**src/rtl/multicycle_control_fsm_if.sv**
```systemverilog
// Control bundle between the multi-cycle control FSM and the RV32I datapath /
// unified memory.
//   master : the control FSM (reads opcode/flags, drives strobes and selects)
//   slave  : the datapath side (drives opcode/flags, consumes strobes/selects)
// Signals:
//   opcode_i       instr[6:0] from the instruction register
//   branch_cond_i  ALU compare result, 1 = branch taken
//   mem_ready_i    memory completes the current read/write this cycle
//   mem_read_o / mem_write_o / iord_o      memory request and address select
//   ir_write_o / pc_write_o / reg_write_o  register load strobes
//   alu_src_a_o / alu_src_b_o / alu_op_o / result_src_o  datapath selects
//   instr_done_o / illegal_o               per-instruction status pulses
interface multicycle_control_fsm_if;
   logic [6:0] opcode_i;
   logic       branch_cond_i;
   logic       mem_ready_i;
   logic       mem_read_o;
   logic       mem_write_o;
   logic       iord_o;
   logic       ir_write_o;
   logic       pc_write_o;
   logic       reg_write_o;
   logic [1:0] alu_src_a_o;
   logic [1:0] alu_src_b_o;
   logic [1:0] alu_op_o;
   logic [1:0] result_src_o;
   logic       instr_done_o;
   logic       illegal_o;

   modport master (
      input  opcode_i, branch_cond_i, mem_ready_i,
      output mem_read_o, mem_write_o, iord_o, ir_write_o, pc_write_o,
             reg_write_o, alu_src_a_o, alu_src_b_o, alu_op_o, result_src_o,
             instr_done_o, illegal_o
   );

   modport slave (
      output opcode_i, branch_cond_i, mem_ready_i,
      input  mem_read_o, mem_write_o, iord_o, ir_write_o, pc_write_o,
             reg_write_o, alu_src_a_o, alu_src_b_o, alu_op_o, result_src_o,
             instr_done_o, illegal_o
   );
endinterface

```
**src/rtl/multicycle_control_fsm.sv**
```systemverilog
// Control FSM sequencing the RV32I multi-cycle datapath through fetch, decode,
// execute, memory access and write-back.
// Ports:
//   clk    single clock, rising edge
//   rst_n  asynchronous active-low reset (forces FETCH)
//   bus    control bundle (master side), see multicycle_control_fsm_if
//
// state      | meaning
// -----------+----------------------------------------------------------
// S_FETCH    | read instr at PC, PC <- PC+4 on mem_ready
// S_DECODE   | ALUOut <- oldPC+imm, dispatch on opcode
// S_MEMADR   | ALUOut <- rs1+imm (load/store address)
// S_MEMREAD  | load data read, wait for mem_ready
// S_MEMWB    | rd <- memory data
// S_MEMWRITE | store data write, wait for mem_ready
// S_EXEC_R   | ALUOut <- rs1 op rs2
// S_EXEC_I   | ALUOut <- rs1 op imm
// S_ALUWB    | rd <- ALUOut
// S_BRANCH   | compare rs1/rs2, PC <- ALUOut if taken
// S_JALR     | ALUOut <- rs1+imm (jump target)
// S_JAL      | PC <- ALUOut, ALUOut <- oldPC+4 (link value)
// S_LUI      | ALUOut <- 0+imm
// S_AUIPC    | ALUOut <- oldPC+imm
module multicycle_control_fsm (
   input  logic                       clk,
   input  logic                       rst_n,
   multicycle_control_fsm_if.master   bus
);

   localparam logic [6:0] OP_LW    = 7'b0000011;
   localparam logic [6:0] OP_SW    = 7'b0100011;
   localparam logic [6:0] OP_R     = 7'b0110011;
   localparam logic [6:0] OP_I     = 7'b0010011;
   localparam logic [6:0] OP_BR    = 7'b1100011;
   localparam logic [6:0] OP_JAL   = 7'b1101111;
   localparam logic [6:0] OP_JALR  = 7'b1100111;
   localparam logic [6:0] OP_LUI   = 7'b0110111;
   localparam logic [6:0] OP_AUIPC = 7'b0010111;

   localparam logic [1:0] A_PC    = 2'b00;
   localparam logic [1:0] A_OLDPC = 2'b01;
   localparam logic [1:0] A_RS1   = 2'b10;
   localparam logic [1:0] A_ZERO  = 2'b11;
   localparam logic [1:0] B_RS2   = 2'b00;
   localparam logic [1:0] B_IMM   = 2'b01;
   localparam logic [1:0] B_FOUR  = 2'b10;
   localparam logic [1:0] OP_ADD  = 2'b00;
   localparam logic [1:0] OP_CMP  = 2'b01;
   localparam logic [1:0] OP_FUNC = 2'b10;
   localparam logic [1:0] RES_ALUOUT = 2'b00;
   localparam logic [1:0] RES_MEM    = 2'b01;
   localparam logic [1:0] RES_ALU    = 2'b10;

   typedef enum logic [3:0] {
      S_FETCH, S_DECODE, S_MEMADR, S_MEMREAD, S_MEMWB, S_MEMWRITE,
      S_EXEC_R, S_EXEC_I, S_ALUWB, S_BRANCH, S_JALR, S_JAL, S_LUI, S_AUIPC
   } state_t;

   state_t     state_q, state_d;

   logic       mem_read, mem_write, iord, ir_write, pc_write, reg_write;
   logic [1:0] src_a, src_b, alu_op, result_src;
   logic       instr_done, illegal;

   always_ff @(posedge clk or negedge rst_n) begin
      if (!rst_n) state_q <= S_FETCH;
      else        state_q <= state_d;
   end

   always_comb begin
      state_d    = state_q;
      mem_read   = 1'b0;
      mem_write  = 1'b0;
      iord       = 1'b0;
      ir_write   = 1'b0;
      pc_write   = 1'b0;
      reg_write  = 1'b0;
      src_a      = A_PC;
      src_b      = B_RS2;
      alu_op     = OP_ADD;
      result_src = RES_ALUOUT;
      instr_done = 1'b0;
      illegal    = 1'b0;

      unique case (state_q)
         S_FETCH: begin
            mem_read   = 1'b1;
            src_a      = A_PC;
            src_b      = B_FOUR;
            result_src = RES_ALU;
            // The load strobes are held off while reset is asserted so a ready
            // memory cannot clobber IR/PC during reset.
            if (bus.mem_ready_i && rst_n) begin
               ir_write = 1'b1;
               pc_write = 1'b1;
               state_d  = S_DECODE;
            end
         end
         S_DECODE: begin
            src_a = A_OLDPC;
            src_b = B_IMM;
            case (bus.opcode_i)
               OP_LW, OP_SW: state_d = S_MEMADR;
               OP_R:         state_d = S_EXEC_R;
               OP_I:         state_d = S_EXEC_I;
               OP_BR:        state_d = S_BRANCH;
               OP_JAL:       state_d = S_JAL;
               OP_JALR:      state_d = S_JALR;
               OP_LUI:       state_d = S_LUI;
               OP_AUIPC:     state_d = S_AUIPC;
               default: begin
                  illegal    = 1'b1;
                  instr_done = 1'b1;
                  state_d    = S_FETCH;
               end
            endcase
         end
         S_MEMADR: begin
            src_a   = A_RS1;
            src_b   = B_IMM;
            state_d = (bus.opcode_i == OP_SW) ? S_MEMWRITE : S_MEMREAD;
         end
         S_MEMREAD: begin
            mem_read = 1'b1;
            iord     = 1'b1;
            if (bus.mem_ready_i) state_d = S_MEMWB;
         end
         S_MEMWB: begin
            reg_write  = 1'b1;
            result_src = RES_MEM;
            instr_done = 1'b1;
            state_d    = S_FETCH;
         end
         S_MEMWRITE: begin
            mem_write = 1'b1;
            iord      = 1'b1;
            if (bus.mem_ready_i) begin
               instr_done = 1'b1;
               state_d    = S_FETCH;
            end
         end
         S_EXEC_R: begin
            src_a   = A_RS1;
            src_b   = B_RS2;
            alu_op  = OP_FUNC;
            state_d = S_ALUWB;
         end
         S_EXEC_I: begin
            src_a   = A_RS1;
            src_b   = B_IMM;
            alu_op  = OP_FUNC;
            state_d = S_ALUWB;
         end
         S_ALUWB: begin
            reg_write  = 1'b1;
            result_src = RES_ALUOUT;
            instr_done = 1'b1;
            state_d    = S_FETCH;
         end
         S_BRANCH: begin
            src_a      = A_RS1;
            src_b      = B_RS2;
            alu_op     = OP_CMP;
            result_src = RES_ALUOUT;
            pc_write   = bus.branch_cond_i;
            instr_done = 1'b1;
            state_d    = S_FETCH;
         end
         S_JALR: begin
            src_a   = A_RS1;
            src_b   = B_IMM;
            state_d = S_JAL;
         end
         S_JAL: begin
            // PC takes the target already in ALUOut while the ALU computes the
            // link value oldPC+4 into ALUOut for ALUWB.
            src_a      = A_OLDPC;
            src_b      = B_FOUR;
            result_src = RES_ALUOUT;
            pc_write   = 1'b1;
            state_d    = S_ALUWB;
         end
         S_LUI: begin
            src_a   = A_ZERO;
            src_b   = B_IMM;
            state_d = S_ALUWB;
         end
         S_AUIPC: begin
            src_a   = A_OLDPC;
            src_b   = B_IMM;
            state_d = S_ALUWB;
         end
         default: state_d = S_FETCH;
      endcase
   end

   assign bus.mem_read_o   = mem_read;
   assign bus.mem_write_o  = mem_write;
   assign bus.iord_o       = iord;
   assign bus.ir_write_o   = ir_write;
   assign bus.pc_write_o   = pc_write;
   assign bus.reg_write_o  = reg_write;
   assign bus.alu_src_a_o  = src_a;
   assign bus.alu_src_b_o  = src_b;
   assign bus.alu_op_o     = alu_op;
   assign bus.result_src_o = result_src;
   assign bus.instr_done_o = instr_done;
   assign bus.illegal_o    = illegal;

endmodule

```
**src/flat_wrapper.sv**
```systemverilog
// flat-port wrapper written by rule: the top's interface ports become plain ports
module multicycle_control_fsm_flat 
  (clk, rst_n, bus_opcode_i, bus_branch_cond_i, bus_mem_ready_i, bus_mem_read_o, bus_mem_write_o, bus_iord_o, bus_ir_write_o, bus_pc_write_o, bus_reg_write_o, bus_alu_src_a_o, bus_alu_src_b_o, bus_alu_op_o, bus_result_src_o, bus_instr_done_o, bus_illegal_o);
  multicycle_control_fsm_if bus_i ();
  input  logic clk;
  input  logic rst_n;
  input wire logic [$bits(bus_i.opcode_i)-1:0] bus_opcode_i;
  input wire logic [$bits(bus_i.branch_cond_i)-1:0] bus_branch_cond_i;
  input wire logic [$bits(bus_i.mem_ready_i)-1:0] bus_mem_ready_i;
  output wire logic [$bits(bus_i.mem_read_o)-1:0] bus_mem_read_o;
  output wire logic [$bits(bus_i.mem_write_o)-1:0] bus_mem_write_o;
  output wire logic [$bits(bus_i.iord_o)-1:0] bus_iord_o;
  output wire logic [$bits(bus_i.ir_write_o)-1:0] bus_ir_write_o;
  output wire logic [$bits(bus_i.pc_write_o)-1:0] bus_pc_write_o;
  output wire logic [$bits(bus_i.reg_write_o)-1:0] bus_reg_write_o;
  output wire logic [$bits(bus_i.alu_src_a_o)-1:0] bus_alu_src_a_o;
  output wire logic [$bits(bus_i.alu_src_b_o)-1:0] bus_alu_src_b_o;
  output wire logic [$bits(bus_i.alu_op_o)-1:0] bus_alu_op_o;
  output wire logic [$bits(bus_i.result_src_o)-1:0] bus_result_src_o;
  output wire logic [$bits(bus_i.instr_done_o)-1:0] bus_instr_done_o;
  output wire logic [$bits(bus_i.illegal_o)-1:0] bus_illegal_o;
  assign bus_i.opcode_i = bus_opcode_i;
  assign bus_i.branch_cond_i = bus_branch_cond_i;
  assign bus_i.mem_ready_i = bus_mem_ready_i;
  assign bus_mem_read_o = bus_i.mem_read_o;
  assign bus_mem_write_o = bus_i.mem_write_o;
  assign bus_iord_o = bus_i.iord_o;
  assign bus_ir_write_o = bus_i.ir_write_o;
  assign bus_pc_write_o = bus_i.pc_write_o;
  assign bus_reg_write_o = bus_i.reg_write_o;
  assign bus_alu_src_a_o = bus_i.alu_src_a_o;
  assign bus_alu_src_b_o = bus_i.alu_src_b_o;
  assign bus_alu_op_o = bus_i.alu_op_o;
  assign bus_result_src_o = bus_i.result_src_o;
  assign bus_instr_done_o = bus_i.instr_done_o;
  assign bus_illegal_o = bus_i.illegal_o;
  multicycle_control_fsm u_core (.clk(clk), .rst_n(rst_n), .bus(bus_i));
endmodule
```
**config.mk**
```make
export PLATFORM = sky130hd
export DESIGN_NAME = multicycle_control_fsm_flat
export DESIGN_NICKNAME = d
export VERILOG_FILES = /design/src/rtl/multicycle_control_fsm_if.sv /design/src/rtl/multicycle_control_fsm.sv /design/src/flat_wrapper.sv
export SDC_FILE = /design/constraint.sdc
export NUM_CORES = 1
export LEC_CHECK = 0
export BUFFER_PORTS_ARGS = -buffer_cell sky130_fd_sc_hd__buf_2
export CAP_MARGIN = 20
export CORE_MARGIN = 2
export CORE_UTILIZATION = 40
export DETAILED_ROUTE_END_ITERATION = 7
export PLACE_DENSITY = 0.69
export RECOVER_POWER = 100
export SLEW_MARGIN = 20
export SYNTH_ARGS = -nofsm -noshare
export SYNTH_HDL_FRONTEND = slang
export SYNTH_SLANG_ARGS = --single-unit
```
**constraint.sdc**
```tcl
create_clock -name clk -period 2.32 [get_ports clk]
set_input_delay 0.464 -clock clk [delete_from_list [all_inputs] [get_ports clk]]
set_output_delay 0.464 -clock clk [all_outputs]
set_load 0.005 [all_outputs]
```
; ---- Word-level counts from Yosys, hierarchy flattened
; Index checks and enable logic that the tools add are counted.
[word_totals]
in_bits = 11
memories = 0
register_bits = 4
latchBits = 0
rom_bits = 0
word_cells = 62
mem_bits_rw = 0
[op_classes]
mux = 21
bitwise = 0
n_reduce_logical = 15
n_lt_le_gt_ge = 0
n_shift = 0
n_eq_ne = 25
n_div = 0
addsub = 0
multipliers = 0
[ops]
columns = op, count
row1 = $pmux W4 S8, 1
row2 = $pmux W4 S7, 1
row3 = $eq A4 B4 Y1 const B, 6
row4 = $eq A7 B6 Y1 const B, 3
row5 = $eq A7 B7 Y1 const B, 3
row6 = $eq A4 B3 Y1 const B, 4
row7 = $eq A7 B5 Y1 const B, 2
row8 = $mux W4, 3
row9 = $pmux W2 S2, 3
row10 = $reduce_or A2 Y1, 6
row11 = $reduce_or A5 Y1, 2
row12 = $mux W1, 9
row13 = $reduce_or A9 Y1, 1
row14 = $eq A4 B2 Y1 const B, 2
row15 = $eq A7 B2 Y1 const B, 1
row16 = $pmux W1 S3, 2
row17 = $pmux W2 S3, 1
row18 = $reduce_or A3 Y1, 2
row19 = $reduce_or A6 Y1, 1
row20 = $eq A4 B1 Y1 const B, 1
row21 = $logic_not A4 Y1, 1
row22 = $ne A2 B2 Y1 const B, 2
row23 = $mux W3, 1
row24 = $reduce_and A3 Y1, 1
row25 = other kinds (2), 2

; ---- Longest topological paths before layout
; Gate-level depths: netlist of the first run.
[depth]
depth_word = 4
ltp_mapped = 5
mapped_depth_nobuf = 4

; ---- Worst setup path after synthesis of the first run
; No wires, ideal clock.
[synth_timing]
kind = input to output
from = input port bus_opcode_i[3]
to = output port bus_instr_done_o
arrival_time_ns = 1.350
path_stages = 4
path_slack_ns = 0.506
required_time_ns = 1.856
path_cell_list = clkbuf_1 > a211oi_1 > o311a_1 > o31ai_1
[synth_between]
elab_chain_len = 4
elab_cells_between_ends = 12
cone_classes = eq/ne (9) / mux (2) / reduce/logical (1)
[synth_rtl]
columns = item, line_no
row1 = start: declaration, flat_wrapper.sv:7  ; input wire logic [$bits(bus_i.opcode_i)-1:0] bus_opcode_i;
row2 = "$eq A7 B2 Y1, or another cell as far along", multicycle_control_fsm.sv:102  ; case (bus.opcode_i)
row3 = $reduce_or A9 Y1 (no source line) (*), -
row4 = $mux W1 (*), multicycle_control_fsm.sv:102
row5 = $pmux W1 S3 (*), multicycle_control_fsm.sv:85  ; unique case (state_q)
row6 = end: declaration, flat_wrapper.sv:20  ; output wire logic [$bits(bus_i.instr_done_o)-1:0] bus_instr_done_o;
; Mark *: on every way between the ends. The rest lies on a longest branch, timed or not.

; ---- Final worst setup path of the first run
[layout_timing]
from = register u_core.state_q[3]
to = output port bus_instr_done_o
[layout_between]
elab_chain_len = 3
elab_cells_between_ends = 7
cone_classes = eq/ne (5) / mux (1) / reduce/logical (1)
[layout_rtl]
columns = item, line_no
row1 = start: declaration, multicycle_control_fsm.sv:59  ; state_t state_q, state_d;
row2 = start signal: assignment, multicycle_control_fsm.sv:67  ; else state_q <= state_d;
row3 = $eq A4 B3 Y1 or $eq A4 B4 Y1 (tied branches), multicycle_control_fsm.sv:85
row4 = $reduce_or A3 Y1 (no source line), -
row5 = $pmux W1 S3 (*), multicycle_control_fsm.sv:85
; Marks and branches as above.

==> results of run 1 <==
-- metal layers --
layer	wire length, um	GRT usage
met1	702	0.260
met2	743	0.300
met3	96	0.0292
met4	22	0.0909
met5	0	0
-- worst max path at each step --
stage                                  end               from
after floorplan           bus_instr_done_o    bus_opcode_i[3]
after global placement    bus_instr_done_o    bus_opcode_i[5]
after detailed placement  bus_instr_done_o    bus_opcode_i[5]
after CTS                 bus_instr_done_o  u_core.state_q[2]
after global routing      bus_instr_done_o  u_core.state_q[3]
final                     bus_instr_done_o  u_core.state_q[3]
-- layout by cell type, fill, tap and decap left out, drive strengths merged, types with 2 or more instances in the layout --
cell,instances
o22ai,2
nand2b,7
nor3,3
nor4,4
buf,13
a21oi,6
o31ai,2
o21ai,5
nor3b,3
or3,3
clkbuf,18
dfrtp,4
nor2b,5
a21o,2
nor2,12
a21boi,2
nand2,6
-- worst reg2reg max path: cells and delay by family (launching register included) --
kind	cells	cell delay, ns
AOI/OAI and AO/OA	1	0.21
DFF	1	0.59
and+or+nand+nor	3	0.66
-- cells by family after synthesis --
| group | Yosys count | synth area share |
|---|---|---|
| and+or+nand+nor | 49 | 0.417 |
| xor gates and xnor gates | 2 | 0.0279 |
| buffers and inverters | 10 | 0.0858 |
| muxes | 2 | 0.0339 |
| DFF | 4 | 0.160 |
| AOI/OAI and AO/OA | 26 | 0.275 |
-- stage by stage --
| step | util | hold WS, ns | total power [W] | area (um2) | setup slack (ns) |
|---|---|---|---|---|---|
| 2_1_floorplan | - | 0.168 | 0.000328 | 627 | 0.506 |
| 3_3_place_gp | 0.496 | 0.282 | 0.000419 | 738 | 0.311 |
| 3_5_place_dp | 0.496 | 0.283 | 0.000426 | 738 | 0.280 |
| 4_1_cts | 0.511 | 0.0241 | 0.000521 | 761 | 0.195 |
| 5_1_grt | 0.500 | 0.0729 | 0.000560 | 744 | 0.0546 |
| 6_report | 0.500 | 0.0685 | 0.000503 | 744 | 0.228 |
-- power by group through the flow --
stage / logic, W / registers, W / clock network [W]
floorplan: 0.000241 / 0.0000873 / 0
global placement: 0.000321 / 0.0000982 / 0
detailed placement: 0.000327 / 0.0000987 / 0
CTS: 0.000329 / 0.0000979 / 0.0000937
global route: 0.000355 / 0.000102 / 0.000103
finish: 0.000312 / 0.0000983 / 0.0000928
-- area by class of cell --
type,count,area [um2],share of cell area
clock buffer,3,22.5,0.0303
multi-input combinational,79,473,0.635
sequential,4,101,0.136
tap,16,20.0,0.0269
timing repair buffer,28,128,0.171
==> impl_metrics.yaml, run 1 <==
critical_path:
  end_kind: "primary output"
  ff2ff_setup_slack_ns: 0.77
  cp_slowest_cell: "dfrtp_1"
  critPathTopFamily: "simple AND/OR/NAND/NOR gates"
  crit_chain: "nand2b_1 > nor3_1 > nor2_1 > o31ai_1 > clkbuf_1"
  ff2ff_path_depth: 4
  required_ns: 1.86
  worst-path-buf-inv: 1
  timing.critical_path.depth: 5
  reg2reg_to: "u_core.state_q[3]"
  critical_path.max_fanout: 21
  crit_arrival_ns: 1.63
  critPathKind: "flip-flop to primary output"
  slowest_delay_ns: 0.59
  reg2reg_from: "u_core.state_q[3]"
  crit_path_start_kind: "flip-flop"
pwr:
  internal-power_w: 0.000276
  leakage_nw: 0.309
  switchingPower_w: 0.000227
  cellPowerDensity_nw_per_um2: 676
  seqPwrFrac: 0.195
  p_clk_frac: 0.184
  p_sw_frac: 0.451
  irDropWorstVdd_v: 0.000295
  power.share.combinational: 0.620
clocking:
  root_buffer: "clkbuf_4"
  cts.sink_count: 4
  clockBufferDepth: 2
  post_cts_buffers: 0
  cts_buffers: 3
  htreeDepth: 1
  post_cts_resized: 0
  postCtsHoldBufs: 0
  clock_latency_ns: 0.24
  clk_pin_slew_ns: 0.04
  cts_tree: "yes"
place:
  io_buffers: 26
  post-place-cells: 127
  place_congestion: 0.799
  hpwl_mm: 1.15
sta:
  worst_slew_pin_slew_ns: 0.585
  finalHoldViolations: 0
  rsz0062_at_grt: "false"
  fin_worst_skew_ns: 0.00188
  setup_tns_ns: 0
  max_freq_mhz: 478
  drv_slew: 0
  setup_viol_count_final: 0
  relSlewSlack: 0.610
  min_period_over_period: 0.902
  period_needed_ns: 2.09
grt:
  grt_use_total: 0.193
  grt.overflow.total: 0
  grt_pass1_vias: 608
  antenna_found_initial: 0
  grt_first_pass_wirelength_mm: 2.78
  grt_max_degree: 22
routing:
  vias: 745
  first_pass_iters: 4
  ant_nets: 0
  drt-total-wl_mm: 1.57
  via_per_inst: 5.73
  initialDrtViolationCount: 14
  drc: 0
  routedWlPerCell_um: 12.0
run_status:
  status: "finished clean"
yosys:
  syn_area_um2: 627
  synth_most_common_cell: "nor2_1"
  synth_ff_type: "dfrtp_1"
  syn_area_per_cell_um2: 6.74
  ys_async_sr_fraction: 1.00
  ys_types: 36
  synth_commonest_cells: "12 x nor2_1, 7 x nand2b_1, 6 x a21oi_1, 6 x buf_2, 6 x nand2_1"
  ys_ff_latch: 4
  synth_area_leaders: "dfrtp_1 16%, nor2_1 7.2%, nand2b_1 7.0%"
  synth_edf_count: 0
  synth_top_area_share: 0.160
  ys_warn_count: 0
  syn_inst: 93
  synth_nets: 104
  ys_seq_area_frac: 0.160
  synth_area_leader_cell: "dfrtp_1"
cells_and_area:
  n_fill_cell: 164
  largest_registers: "u_core.state_q: 4 flops"
  antenna_cells: 0
  drive_gt1_frac: 0.184
  largest_reg_flops: 4
  nets: 127
  regMostFlops: "u_core.state_q"
  area_growth_pct: 18.8
  final_cells: 130
floorplan:
  chipHeight_um: 43.6
  die_w_um: 43.6
  num_rows: 14
  coreArea_um2: 1490
  design.die.area_um2: 1900
  start_util: 0.421
  boundaryPins: 27
run:
  drv_cap: 0
worst_hold_path:
  hp-class: "primary input to async pin"
No activity file was read; power rests on OpenSTA's default activity.
==> inputs of run 2 (changes only) <==
Settings changed: PLACE_DENSITY 0.69 to 0.66.
==> run 2 against run 1 <==
Against the previous run: sequential power about the same; final cell count unchanged; first-iteration DRC count up 14%; clock skew about the same; maximum frequency up 1.1%; non-clock buffer count unchanged; critical path type is now primary input to primary output; critical endpoint unchanged; largest power group unchanged.
==> impl_metrics.yaml, run 2 (synthesized netlist as in run 1, its figures left out) <==
pwr:
  leakage_nw: 0.305
  cellPowerDensity_nw_per_um2: 670
  irDropWorstVdd_v: 0.000399
  power.total_w: 0.000500
place:
  hpwl_mm: 1.17
  io_buffers: 26
  post-place-cells: 127
  place_congestion: 0.821
  place_ws_ns: 0.252
sta:
  min_period_over_period: 0.892
  period_needed_ns: 2.07
  setup_tns_ns: 0
  max_freq_mhz: 483
  relSlewSlack: 0.593
  setup_viol_count_final: 0
  setup_ws_ns: 0.250
  finalHoldViolations: 0
  fin_worst_skew_ns: 0.00180
  worst_slew_pin_slew_ns: 0.611
  drv_slew: 0
  rsz0062_at_grt: "false"
  hold_ws_ns: 0.0830
critical_path:
  critPathKind: "primary input to primary output"
  crit_arrival_ns: 1.61
  crit_path_start_kind: "primary input"
  ff2ff_setup_slack_ns: 0.68
  worst-path-buf-inv: 2
  reg2reg_to: "u_core.state_q[3]"
  crit_chain: "buf_2 > nor2b_1 > and3_1 > o311a_1 > o31ai_1 > clkbuf_1"
  timing.critical_path.depth: 6
  end_kind: "primary output"
  critical_path.max_fanout: 4
  crit_path_start: "bus_opcode_i[5]"
  required_ns: 1.86
  reg2reg_from: "u_core.state_q[3]"
  ff2ff_path_depth: 4
  slowest_delay_ns: 0.33
  critPathTopFamily: "compound AO/OA/AOI/OAI gates"
  cp_slowest_cell: "o311a_1"
  endpoint: "bus_instr_done_o"
grt:
  grt_use_total: 0.174
  grt_first_pass_wirelength_mm: 2.61
  grt_pass1_vias: 609
  grt_max_degree: 22
  grt.overflow.total: 0
  antenna_found_initial: 0
floorplan:
  boundaryPins: 27
  die_w_um: 43.6
  coreArea_um2: 1490
  num_rows: 14
  design.die.area_um2: 1900
  chipHeight_um: 43.6
  start_util: 0.421
routing:
  vias: 733
  routedWlPerCell_um: 12.1
  initialDrtViolationCount: 16
  drc: 0
  wl_met1_um: 748
  wl_met3_um: 94
  ant_nets: 0
  drt-total-wl_mm: 1.57
  top_layer_used: "met4"
  first_pass_iters: 4
  dr_wl_met2_um: 707
  via_per_inst: 5.64
run:
  drv_cap: 0
cells_and_area:
  antenna_cells: 0
  n_fill_cell: 166
  final_cell_mix: "12 x nor2_1, 12 x clkbuf_1, 10 x buf_2"
  drive_gt1_frac: 0.175
  nets: 127
  largest_reg_flops: 4
  final_cells: 130
  area_growth_pct: 19.0
  largest_registers: "u_core.state_q: 4 flops"
  regMostFlops: "u_core.state_q"
clocking:
  htreeDepth: 1
  clk_pin_slew_ns: 0.04
  cts_tree: "yes"
  cts.sink_count: 4
  clock_latency_ns: 0.23
  postCtsHoldBufs: 0
  cts_buffers: 3
  root_buffer: "clkbuf_4"
  clockBufferDepth: 2
run_status:
  status: "finished clean"
worst_hold_path:
  hp-class: "primary input to async pin"
run 2: cell counts in the layout (fill, tap and decap cells not counted):
Identical to the previous run, type by type.
run 2: cell type report:
class                           instances  area, um2  share of cell area
Sequential cell                         4        101               0.136
Timing Repair Buffer                   28        129               0.173
Tap cell                               16       20.0              0.0268
Multi-Input combinational cell         79        473               0.634
Clock buffer                            3       22.5              0.0302
run 2: worst min-delay path by stage:
stage | start | endpoint | cells after the start
global route | rst_n | u_core.state_q[1] | 1
CTS | rst_n | u_core.state_q[0] | 1
detailed placement | rst_n | u_core.state_q[1] | 1
global placement | rst_n | u_core.state_q[3] | 1
floorplan | rst_n | u_core.state_q[0] | 0
finish | rst_n | u_core.state_q[3] | 1
run 2: where the power goes:
group | total (W) | switching [W] | internal [W]
sequential | 0.0000983 | 0.0000162 | 0.0000821
clock | 0.0000842 | 0.0000264 | 0.0000577
combinational | 0.000317 | 0.000176 | 0.000141
total | 0.000500 | 0.000219 | 0.000281
run 2: metrics by stage:
step	utilization	instance area (um2)
after floorplan	-	627
after global placement	0.496	738
after detailed placement	0.496	738
after CTS	0.511	761
after global routing	0.501	746
final	0.501	746
run 2: repair_timing:
| item | CTS | global route |
|---|---|---|
| endpoints found under the setup margin | 0 | 1 |
| gates resized for setup | 0 | 1 |
| buffers inserted | 0 | 0 |
run 2: routing by layer:
metal  track usage  vias to the layer above
met5             0                        -
met4        0.0606                        0
met3        0.0167                        2
met2         0.274                       24
met1         0.247                      325
li1              -                      382
==> inputs of run 3 (changes only) <==
Settings changed: SETUP_SLACK_MARGIN set to 0.3.
==> run 3 against run 2 <==
Against the previous run: sequential power decreased by 0.4%; non-clock buffer count increased by 4; largest power group unchanged; global-route usage increased by 0.34 points.
==> impl_metrics.yaml, run 3 (synthesized netlist as in run 1, its figures left out) <==
cells_and_area:
  largest_registers: "u_core.state_q: 4 flops"
  antenna_cells: 0
  nets: 131
  regMostFlops: "u_core.state_q"
  drive_gt1_frac: 0.288
  final_cell_area_um2: 831
  area_growth_pct: 32.5
  fin_util: 0.558
  final_cell_mix: "12 x nor2_1, 12 x buf_2, 10 x clkbuf_1"
  largest_reg_flops: 4
routing:
  initialDrtViolationCount: 15
  drt-total-wl_mm: 1.81
  ant_nets: 0
  first_pass_iters: 4
  vias: 766
  via_per_inst: 5.72
  routedWlPerCell_um: 13.5
  drc: 0
grt:
  grt_use_total: 0.177
  antenna_found_initial: 0
  grt_pass1_vias: 641
  grt.overflow.total: 0
  grt_max_degree: 22
  grt_first_pass_wirelength_mm: 2.67
floorplan:
  num_rows: 14
  boundaryPins: 27
  coreArea_um2: 1490
  die_w_um: 43.6
  design.die.area_um2: 1900
  start_util: 0.421
  chipHeight_um: 43.6
critical_path:
  crit_path_start_kind: "flip-flop"
  end_kind: "primary output"
  crit_arrival_ns: 1.59
  critical_path.max_fanout: 19
  required_ns: 1.86
  critPathKind: "flip-flop to primary output"
pwr:
  p_clk_frac: 0.158
  internal-power_w: 0.000303
  p_sw_frac: 0.433
  irDropWorstVdd_v: 0.000393
  cellPowerDensity_nw_per_um2: 644
  power.share.combinational: 0.659
  seqPwrFrac: 0.183
  leakage_nw: 0.342
  switchingPower_w: 0.000232
run_status:
  status: "finished clean"
run:
  drv_cap: 0
sta:
  period_needed_ns: 2.05
  setup_tns_ns: 0
  setup_ws_ns: 0.271
  worst_slew_pin_slew_ns: 0.460
  finalHoldViolations: 0
  fin_worst_skew_ns: 0.00164
  relSlewSlack: 0.693
  drv_slew: 0
  max_freq_mhz: 488
  rsz0062_at_grt: "true"
  min_period_over_period: 0.883
  setup_viol_count_final: 0
clocking:
  clock_latency_ns: 0.23
  htreeDepth: 1
  cts_buffers: 3
  clk_pin_slew_ns: 0.04
  cts.sink_count: 4
  root_buffer: "clkbuf_4"
  cts_tree: "yes"
  clockBufferDepth: 2
worst_hold_path:
  hp-class: "primary input to async pin"
place:
  place_ws_ns: 0.252
  post_dp_cell_area_um2: 738
  place_congestion: 0.821
  hpwl_mm: 1.17
  io_buffers: 26
==> run 3: cell count changes in the layout (fill, tap and decap cells not counted), sizes merged <==
cell,before,now
buf,13,17
==> run 3: cell type report <==
type                            count  area, um2
Timing Repair Buffer               32        163
Tap cell                           16       20.0
Clock buffer                        3       22.5
Fill cell                         161        658
Sequential cell                     4        108
Multi-Input combinational cell     79        518
==> run 3: path summary, 6_finish.rpt <==
| check | startpoint | endpoint | slack, ns | cells past startpoint |
|---|---|---|---|---|
| hold / removal | rst_n | u_core.state_q[3] | 0.08 | 1 |
| min in group clk | bus_opcode_i[0] | u_core.state_q[2] | 0.57 | 3 |
| setup / recovery | u_core.state_q[1] | bus_illegal_o | 0.27 | 4 |
| setup reg to reg | u_core.state_q[3] | u_core.state_q[0] | 0.67 | 5 |
| hold reg to reg | u_core.state_q[0] | u_core.state_q[2] | 0.70 | 2 |
| max in group asynchronous | rst_n | u_core.state_q[2] | 1.99 | 1 |
==> run 3: critical path, stage by stage (launching register included) <==
cell and delay [ns]:
dfrtp_1 0.38, clkbuf_2 0.26, nand2b_1 0.31, nor4_2 0.25
clkbuf_2 0.15
==> run 3: routing by layer <==
metal	vias to the layer above	global-route usage	wire length [um]
met5	-	0	0
met4	0	0.0606	21
met3	2	0.0167	127
met2	35	0.288	886
met1	340	0.245	774
li1	389	-	-
==> run 3: stage by stage <==
stage	power (W)	instances	hold WS, ns
global route	0.000583	134	0.0990
CTS	0.000518	131	0.0399
finish	0.000535	134	0.0811
global placement	0.000420	127	0.283
floorplan	0.000328	93	0.168
detailed placement	0.000426	127	0.285
==> run 3: what timing repair did <==
| action | CTS | global route |
|---|---|---|
| hold buffers | 0 | 0 |
| setup buffers | 1 | 3 |
| gates resized for setup | 6 | 8 |
| pin swaps | 3 | 3 |
| setup endpoints to repair | 3 | 4 |
==> run 3: power by group through the flow <==
stage / Combinational, W / Clock (W) / Sequential [W]
2_1_floorplan: 0.000241 / 0 / 0.0000873
3_3_place_gp: 0.000322 / 0 / 0.0000985
3_5_place_dp: 0.000328 / 0 / 0.0000986
4_1_cts: 0.000332 / 0.0000877 / 0.0000983
5_1_grt: 0.000392 / 0.0000915 / 0.0000994
6_report: 0.000353 / 0.0000846 / 0.0000979
